## config.mk

```make
export PLATFORM = sky130hd
export DESIGN_NAME = plot_arbiter
export DESIGN_NICKNAME = d
export VERILOG_FILES = /design/src/rtl/vga_pkg.sv /design/src/rtl/pixel_fifo.sv /design/src/rtl/plot_arbiter.sv
export SDC_FILE = /design/constraint.sdc
export NUM_CORES = 1
export LEC_CHECK = 0
export BUFFER_PORTS_ARGS = -buffer_cell sky130_fd_sc_hd__buf_2
export CORE_UTILIZATION = 51
export DETAILED_ROUTE_END_ITERATION = 6
export PLACE_DENSITY = 0.76
export RECOVER_POWER = 100
export SLEW_MARGIN = 20
export SYNTH_ARGS = -nofsm -noshare
export SYNTH_HDL_FRONTEND = slang
export SYNTH_SLANG_ARGS = --single-unit
```

## constraint.sdc

```tcl
create_clock -name clock -period 3.22 [get_ports clock]
set_input_delay 0.322 -clock clock [delete_from_list [all_inputs] [get_ports clock]]
set_output_delay 0.322 -clock clock [all_outputs]
set_load 0.03 [all_outputs]
```

## src/rtl/vga_pkg.sv

```systemverilog
// rtl/vga_pkg.sv - shared screen geometry, pixel record and colour constants
package vga_pkg;
  localparam int SCREEN_W = 160;
  localparam int SCREEN_H = 120;
  localparam int X_W      = 8;
  localparam int Y_W      = 7;
  localparam int COLOUR_W = 3;

  typedef struct packed {
    logic [X_W-1:0]      x;
    logic [Y_W-1:0]      y;
    logic [COLOUR_W-1:0] colour;
  } pixel_t;

  localparam logic [COLOUR_W-1:0] BLACK = 3'd0;
  localparam logic [COLOUR_W-1:0] GREEN = 3'd2;
endpackage

```

## src/rtl/pixel_fifo.sv

```systemverilog
// rtl/pixel_fifo.sv - single-clock FIFO of pixel_t records
module pixel_fifo
  import vga_pkg::*;
#(
  parameter int DEPTH = 4
) (
  input  logic                   clock,
  input  logic                   resetn,
  input  logic                   push,
  input  pixel_t                 push_data,
  input  logic                   pop,
  output pixel_t                 pop_data,
  output logic                   full,
  output logic                   empty,
  output logic [$clog2(DEPTH):0] count
);
  localparam int AW = $clog2(DEPTH);

  pixel_t          mem [DEPTH];
  logic [AW-1:0]   wr_ptr;
  logic [AW-1:0]   rd_ptr;
  logic            do_push;
  logic            do_pop;

  assign full     = (count == (AW+1)'(DEPTH));
  assign empty    = (count == '0);
  assign do_push  = push && !full;
  assign do_pop   = pop && !empty;
  assign pop_data = mem[rd_ptr];

  // Storage carries no reset; only the pointers and occupancy define validity.
  always_ff @(posedge clock) begin
    if (do_push) mem[wr_ptr] <= push_data;
  end

  always_ff @(posedge clock or negedge resetn) begin
    if (!resetn) begin
      wr_ptr <= '0;
      rd_ptr <= '0;
      count  <= '0;
    end else begin
      if (do_push) wr_ptr <= wr_ptr + 1'b1;
      if (do_pop)  rd_ptr <= rd_ptr + 1'b1;
      case ({do_push, do_pop})
        2'b10:   count <= count + 1'b1;
        2'b01:   count <= count - 1'b1;
        default: count <= count;
      endcase
    end
  end
endmodule

```

## src/rtl/plot_arbiter.sv

```systemverilog
// rtl/plot_arbiter.sv - round-robin pixel arbiter with clipping, FIFO and registered plot port
module plot_arbiter
  import vga_pkg::*;
#(
  parameter int DEPTH    = 4,
  parameter int SCREEN_W = 160,
  parameter int SCREEN_H = 120
) (
  input  logic                clock,
  input  logic                resetn,
  input  logic                valid0,
  input  logic [X_W-1:0]      x0,
  input  logic [Y_W-1:0]      y0,
  input  logic [COLOUR_W-1:0] colour0,
  output logic                ready0,
  input  logic                valid1,
  input  logic [X_W-1:0]      x1,
  input  logic [Y_W-1:0]      y1,
  input  logic [COLOUR_W-1:0] colour1,
  output logic                ready1,
  output logic [X_W-1:0]      x,
  output logic [Y_W-1:0]      y,
  output logic [COLOUR_W-1:0] colour,
  output logic                plot,
  output logic                idle,
  output logic [7:0]          drop_count
);
  localparam int              CW    = $clog2(DEPTH) + 1;
  localparam logic [X_W-1:0]  X_LIM = X_W'(SCREEN_W);
  localparam logic [Y_W-1:0]  Y_LIM = Y_W'(SCREEN_H);

  logic            prio;
  logic            space;
  logic            accept;
  logic            in_range;
  logic            push;
  logic            drop;
  logic            fifo_full;
  logic            fifo_empty;
  logic [CW-1:0]   fifo_count;
  pixel_t          sel;
  pixel_t          head;
  pixel_t          pix_q;

  // Grants are held off while resetn is low so no source sees a handshake during reset.
  assign space = !fifo_full && resetn;

  always_comb begin
    ready0 = 1'b0;
    ready1 = 1'b0;
    if (space) begin
      if (valid0 && (!valid1 || !prio)) ready0 = 1'b1;
      else if (valid1)                  ready1 = 1'b1;
    end
  end

  assign accept   = ready0 || ready1;
  assign sel      = ready0 ? pixel_t'{x0, y0, colour0} : pixel_t'{x1, y1, colour1};
  assign in_range = (sel.x < X_LIM) && (sel.y < Y_LIM);
  assign push     = accept && in_range;
  assign drop     = accept && !in_range;

  pixel_fifo #(.DEPTH(DEPTH)) u_fifo (
    .clock     (clock),
    .resetn    (resetn),
    .push      (push),
    .push_data (sel),
    .pop       (!fifo_empty),
    .pop_data  (head),
    .full      (fifo_full),
    .empty     (fifo_empty),
    .count     (fifo_count)
  );

  always_ff @(posedge clock or negedge resetn) begin
    if (!resetn) begin
      pix_q      <= '0;
      plot       <= 1'b0;
      prio       <= 1'b0;
      drop_count <= '0;
    end else begin
      plot <= !fifo_empty;
      if (!fifo_empty) pix_q <= head;
      // Priority passes to whichever source did not just transfer.
      if (accept) prio <= ready0;
      if (drop && (drop_count != 8'hFF)) drop_count <= drop_count + 1'b1;
    end
  end

  assign x      = pix_q.x;
  assign y      = pix_q.y;
  assign colour = pix_q.colour;
  assign idle   = (fifo_count == '0) && !plot && !valid0 && !valid1;
endmodule

```

* Word-level counts from Yosys, hierarchy flattened *
Memory sizes are Yosys's and may differ from the RTL's. A register that Yosys moved wholly into a read port is not among the register bits.
Cells that the tools add are included.

word-level totals
  word-level logic and storage cells = 50
  output and inout bits = 30
  register bits after elaboration = 17
  memories kept = 1
  RAM bits = 72

memories
  name        words  bits a word  rd ports  clocked after memory_dff  wr ports  line              source
  u_fifo.mem  4      18           1         1                         1         pixel_fifo.sv:19  pixel_t mem [DEPTH];

cells by class
  reduce and logical (&&, ||, !) cells = 23
  $add $sub $neg = 5
  multiplexer cells = 9
  magnitude comparators = 2
  equal/unequal tests = 4

operator list
  cell                 count
  $mux 18              1
  $logic_and 1x1->1    10
  $logic_not 1->1      9
  $add 8x1->8 const B  1
  $lt 8x8->1 const B   1
  $ne 8x8->1 const B   1
  $lt 7x7->1 const B   1
  $mux 1               7
  $pmux 3 s2           1
  $add 2x1->2 const B  2
  $add 3x1->3 const B  1
  $eq 3x3->1 const B   1
  $logic_not 3->1      1
  $sub 3x1->3 const B  1
  $eq 2x1->1 const B   1
  $eq 2x2->1 const B   1
  $logic_or 1x1->1     2
  $reduce_bool 2->1    1

* Depth between registers and ports, before layout *
  word-level depth = 12
  mapped depth = 10
  depth with buffers taken out = 9

* Cells and area by module *
From an unflattened synthesis, not the netlist that was laid out.

unflattened totals
  cells, all modules = 267
  area, all modules = 4493.1 um^2

by module, submodules not included
  module        instances  seq. area each (um^2)  area an instance (um^2)  cells an instance
  pixel_fifo    1          2337.2                 3037.9                   131
  plot_arbiter  1          700.7                  1455.1                   136

* Least setup slack after synthesis *
No wires, ideal clock.

  path type = reg2reg
  from = register u_fifo.count[1]
  to = register u_fifo.count[2]
  period minus slack after synthesis = 2.589 ns
  setup slack = 0.631 ns
  setup time = 0.130 ns
  stages on the path, launching flop included = 11
  arrival time = 2.459 ns
  cell sequence = dfrtp_1 -> or3b_1 -> nand4_2 -> mux2i_2 -> and2_0 -> clkbuf_2 -> or2_1 -> fa_1 -> or2_2 -> a22oi_1 -> a221oi_2

between the ends
  cells in the longest elaborated chain, start to end = 11
  elaborated cells on any way between the ends = 20

RTL lines
  what                                             line                                  source
  from (decl)                                      pixel_fifo.sv:15                      output logic [$clog2(DEPTH):0] count
  from (signal assigned)                           pixel_fifo.sv:45                      2'b10: count <= count + 1'b1;
  from (signal assigned)                           pixel_fifo.sv:46                      2'b01: count <= count - 1'b1;
  from (signal assigned)                           pixel_fifo.sv:47                      default: count <= count;
  $eq 3x3->1                                       pixel_fifo.sv:25                      assign full = (count == (AW+1)'(DEPTH));
  $logic_not 1->1                                  pixel_fifo.sv:27, plot_arbiter.sv:46
  $logic_and 1x1->1                                plot_arbiter.sv:46                    assign space = !fifo_full && resetn;
  $mux 1                                           plot_arbiter.sv:51                    if (space) begin
  $mux 18                                          plot_arbiter.sv:58                    assign sel = ready0 ? pixel_t'{x0, y0, colour0} : pixel_t'{x1, y1, colour1};
  $lt 8x8->1 or $lt 7x7->1 (tied branches)         plot_arbiter.sv:59                    assign in_range = (sel.x < X_LIM) && (sel.y < Y_LIM);
  $logic_and 1x1->1                                plot_arbiter.sv:59
  $logic_and 1x1->1                                plot_arbiter.sv:60                    assign push = accept && in_range;
  $logic_and 1x1->1                                pixel_fifo.sv:27                      assign do_push = push && !full;
  $eq 2x1->1 or $eq 2x2->1 (tied branches)         pixel_fifo.sv:44                      case ({do_push, do_pop})
  $pmux 3 s2 or $reduce_bool 2->1 (tied branches)  n/a

Several ways; a longest one is shown, not always the timed one.
A chain may end at the register's enable or synchronous reset.

* Worst setup path in the final report *
  from = input resetn
  to = register u_fifo.count[2]

between the ends
  cells in the longest elaborated chain, start to end = 9
  elaborated cells on any way between the ends = 14

RTL lines
  what                                             line                source
  from (decl)                                      plot_arbiter.sv:10  input logic resetn,
  $logic_and 1x1->1 (*)                            plot_arbiter.sv:46
  $mux 1                                           plot_arbiter.sv:51
  $mux 18                                          plot_arbiter.sv:58
  $lt 8x8->1 or $lt 7x7->1 (tied branches)         plot_arbiter.sv:59
  $logic_and 1x1->1                                plot_arbiter.sv:59
  $logic_and 1x1->1 (*)                            plot_arbiter.sv:60
  $logic_and 1x1->1 (*)                            pixel_fifo.sv:27
  $eq 2x1->1 or $eq 2x2->1 (tied branches)         pixel_fifo.sv:44
  $pmux 3 s2 or $reduce_bool 2->1 (tied branches)  n/a

Mark *: on every way between the ends. The rest lies on a longest branch, timed or not.

==> out/metrics.cfg <==
[sta]
setup_violations=0
skew_ns=0.0114
hold_violations=0
fin_ws_ns=0.520
slew_headroom_pct=29.0
tns_ns=0
rsz0062_at_grt=false
max_freq_ghz=0.370
slew_violations=0
fin_crit_sh_pct=83.8
worst_slew_pin_slew_ns=1.06
min_period_ns=2.70

[place]
dp_slack_ns=0.523
io_buffers=69
place_congestion=0.725
place_hpwl_um=5840

[critical_path]
reg2reg_depth=9
cp_max_fo=15
worstSetupPathType=in -> reg
startpoint_type=input port
worst-r2r-setup-slack_ns=0.53
critPathCaptureType=flop
worstPathArrival_ns=2.93
required_ns=3.45

[grt]
grt_pass1_vias=2801
grt_overflow=0
grtUsageTotal_pct=20.9
grt_first_pass_wirelength_um=13500
grt_max_degree=25
antenna_found_initial=0

[synth]
ys_ff_latch=107
synth_seq_area_share_pct=68.5
synth_cells=311
avgSynthCellArea_um2=14.3
synth_cell_types=37
syn_nets=357
syn-cell-area_um2=4440
yosysWarnings=0

[outcome]
status=complete, no violations

[power_and_ir_drop]
ir_worst_vdd_uv=314
p_sw_share_pct=37.7
clkPwrFrac_pct=18.7
power_switching_w=0.00166
p_leak_nw=2.05
p_comb_share_pct=34.6
power.share.sequential_pct=46.7
power_density_nw_per_um2=869
p_int_w=0.00275

[detailed_routing]
vias=2731
via_per_inst=5.45
wire_per_inst_um=17.3
drtAntennaViolNets=0
dr.pass1.iters=4
drc=0
wl_um=8650
drt_first_iter_violations=98

[finish]
area_growth_pct=14.4
finalNetCount=438
layout_commonest_cell=nand2_1
drive_above_1_share_pct=20.2
fillers=668
regArea_um2=3040
most-common-layout-cells=nand2_1, edfxtp_1, buf_2
multiInputGateArea_um2=1290
diodes=0

[min_path]
hp-class=in -> reg
hold_depth=3

[flow_run]
cap_violations=0

[cts]
clockBufferDepth=2
cts_buffers=9
cts_max_level=3
clkLatencyLatePin_ns=0.37
postCtsSetupRepairBufs=0
cts.clk_slew.worst_paths_ns=0.09
cts_root_buf=clkbuf_8
clock_sinks=107
cts_tree=done

[floorplanning]
fp.dieArea_um2=9080
rows=33
core_um2=8300
die_h_um=95.3
start_util_pct=53.5
io_pins=70
dieWidth_um=95.3

-- path summary, 6_finish.rpt --
| kind | from | endpoint |
|---|---|---|
| worst max-delay path | resetn | u_fifo.count[2] |
| max in group asynchronous | resetn | u_fifo.rd_ptr[0] |
| min in group asynchronous | resetn | drop_count[7] |
| worst max register to register | u_fifo.count[1] | u_fifo.count[2] |
| worst min-delay path | y0[1] | u_fifo.mem[2][4] |
| worst min register to register | y[5] | y[5] |
-- per-layer routing --
layer  GRT usage, %  part of all wire (%)
met3           3.43                   3.7
met4           9.60                   2.4
met2           35.5                    51
met5              0                     0
met1           26.2                    43
-- sequential cells by signal (all words and copies together), names as in the netlist --
signal / flops
u_fifo.mem: 72
drop_count: 8
x: 8
y: 7
colour: 3
u_fifo.count: 3
u_fifo.rd_ptr: 2
u_fifo.wr_ptr: 2
plot: 1
prio: 1
-- worst max-delay path, cell delays in order --
cell and delay [ns]:
dlygate4sd3_1 0.52, buf_2 0.30, nand4_1 0.19, mux2i_1 0.17
and2_0 0.27, or2_0 0.26, fa_1 0.40, or2_2 0.29
a22oi_1 0.14, a221oi_1 0.07
-- layout make-up --
cell class	instances	area share [%]
clock buffer	9	2.44
inverter	8	0.592
sequential	107	59.8
tap	105	2.59
multi-input combinational	182	25.4
timing repair buffer	84	7.64
clock inverter	6	1.48
-- through the flow --
step           instances  power (W)  hold slack (ns)  util, %  instance area (um2)
2_1_floorplan        311    0.00322           0.0264        -                 4440
3_3_place_gp         485    0.00366            0.228     59.8                 4960
3_5_place_dp         485    0.00373            0.239     59.8                 4960
4_1_cts              501    0.00455            0.276     62.3                 5170
5_1_grt              501    0.00469            0.311     61.2                 5080
6_report             501    0.00441            0.288     61.2                 5080
-- Yosys cell counts (all sizes together) --
cell     instances  area share [%]
nand2           94             8.0
edfxtp          72              49
dfrtp           35              20
mux4            18             9.1
clkbuf          10            0.87
inv              8            0.68
mux2             8             2.0
xor2             7             1.4
o21ai            6            0.68
and3             5            0.70
ha               5             1.4
nand3            5            0.56
nor2             5            0.42
buf              4            0.56
nand4            4            0.70
nor3             4            0.45
nor4             4            0.56
xnor2            3            0.59
or2              2            0.28
a21boi           1            0.17
a21oi            1            0.11
a221oi           1            0.34
a22oi            1            0.17
a2bb2oi          1            0.20
a31oi            1            0.14
and2             1            0.14
fa               1            0.45
mux2i            1            0.31
o211ai           1            0.17
o31ai            1            0.17
or3b             1            0.20
-- repair_timing --
| item | CTS | global route |
|---|---|---|
| gates resized for setup | 0 | 0 |
| hold buffers | 1 | 0 |
| endpoints found under the hold margin | 12 | 0 |
-- power by group through the flow --
| stage | Clock [W] | Combinational, W | Sequential (W) |
|---|---|---|---|
| after detailed placement | 0 | 0.00163 | 0.00209 |
| after global placement | 0 | 0.00159 | 0.00207 |
| after CTS | 0.000842 | 0.00164 | 0.00206 |
| after global routing | 0.000896 | 0.00168 | 0.00211 |
| final | 0.000825 | 0.00153 | 0.00206 |
| after floorplan | 0 | 0.000939 | 0.00229 |
-- kinds of logic (layout without fill, tap and decap cells) --
kind of cell | Yosys count | count (layout) | synth area share (%)
flip-flops | 107 | 107 | 68.5
AND/OR/NAND/NOR | 125 | 125 | 12.0
XOR/XNOR | 10 | 10 | 1.97
multiplexers | 27 | 27 | 11.5
AO/OA/AOI/OAI | 14 | 14 | 2.14
adder cells (fa/ha/maj) | 6 | 6 | 1.86
buffers and inverters | 22 | 107 | 2.11
No activity file was read; power rests on OpenSTA's default activity.
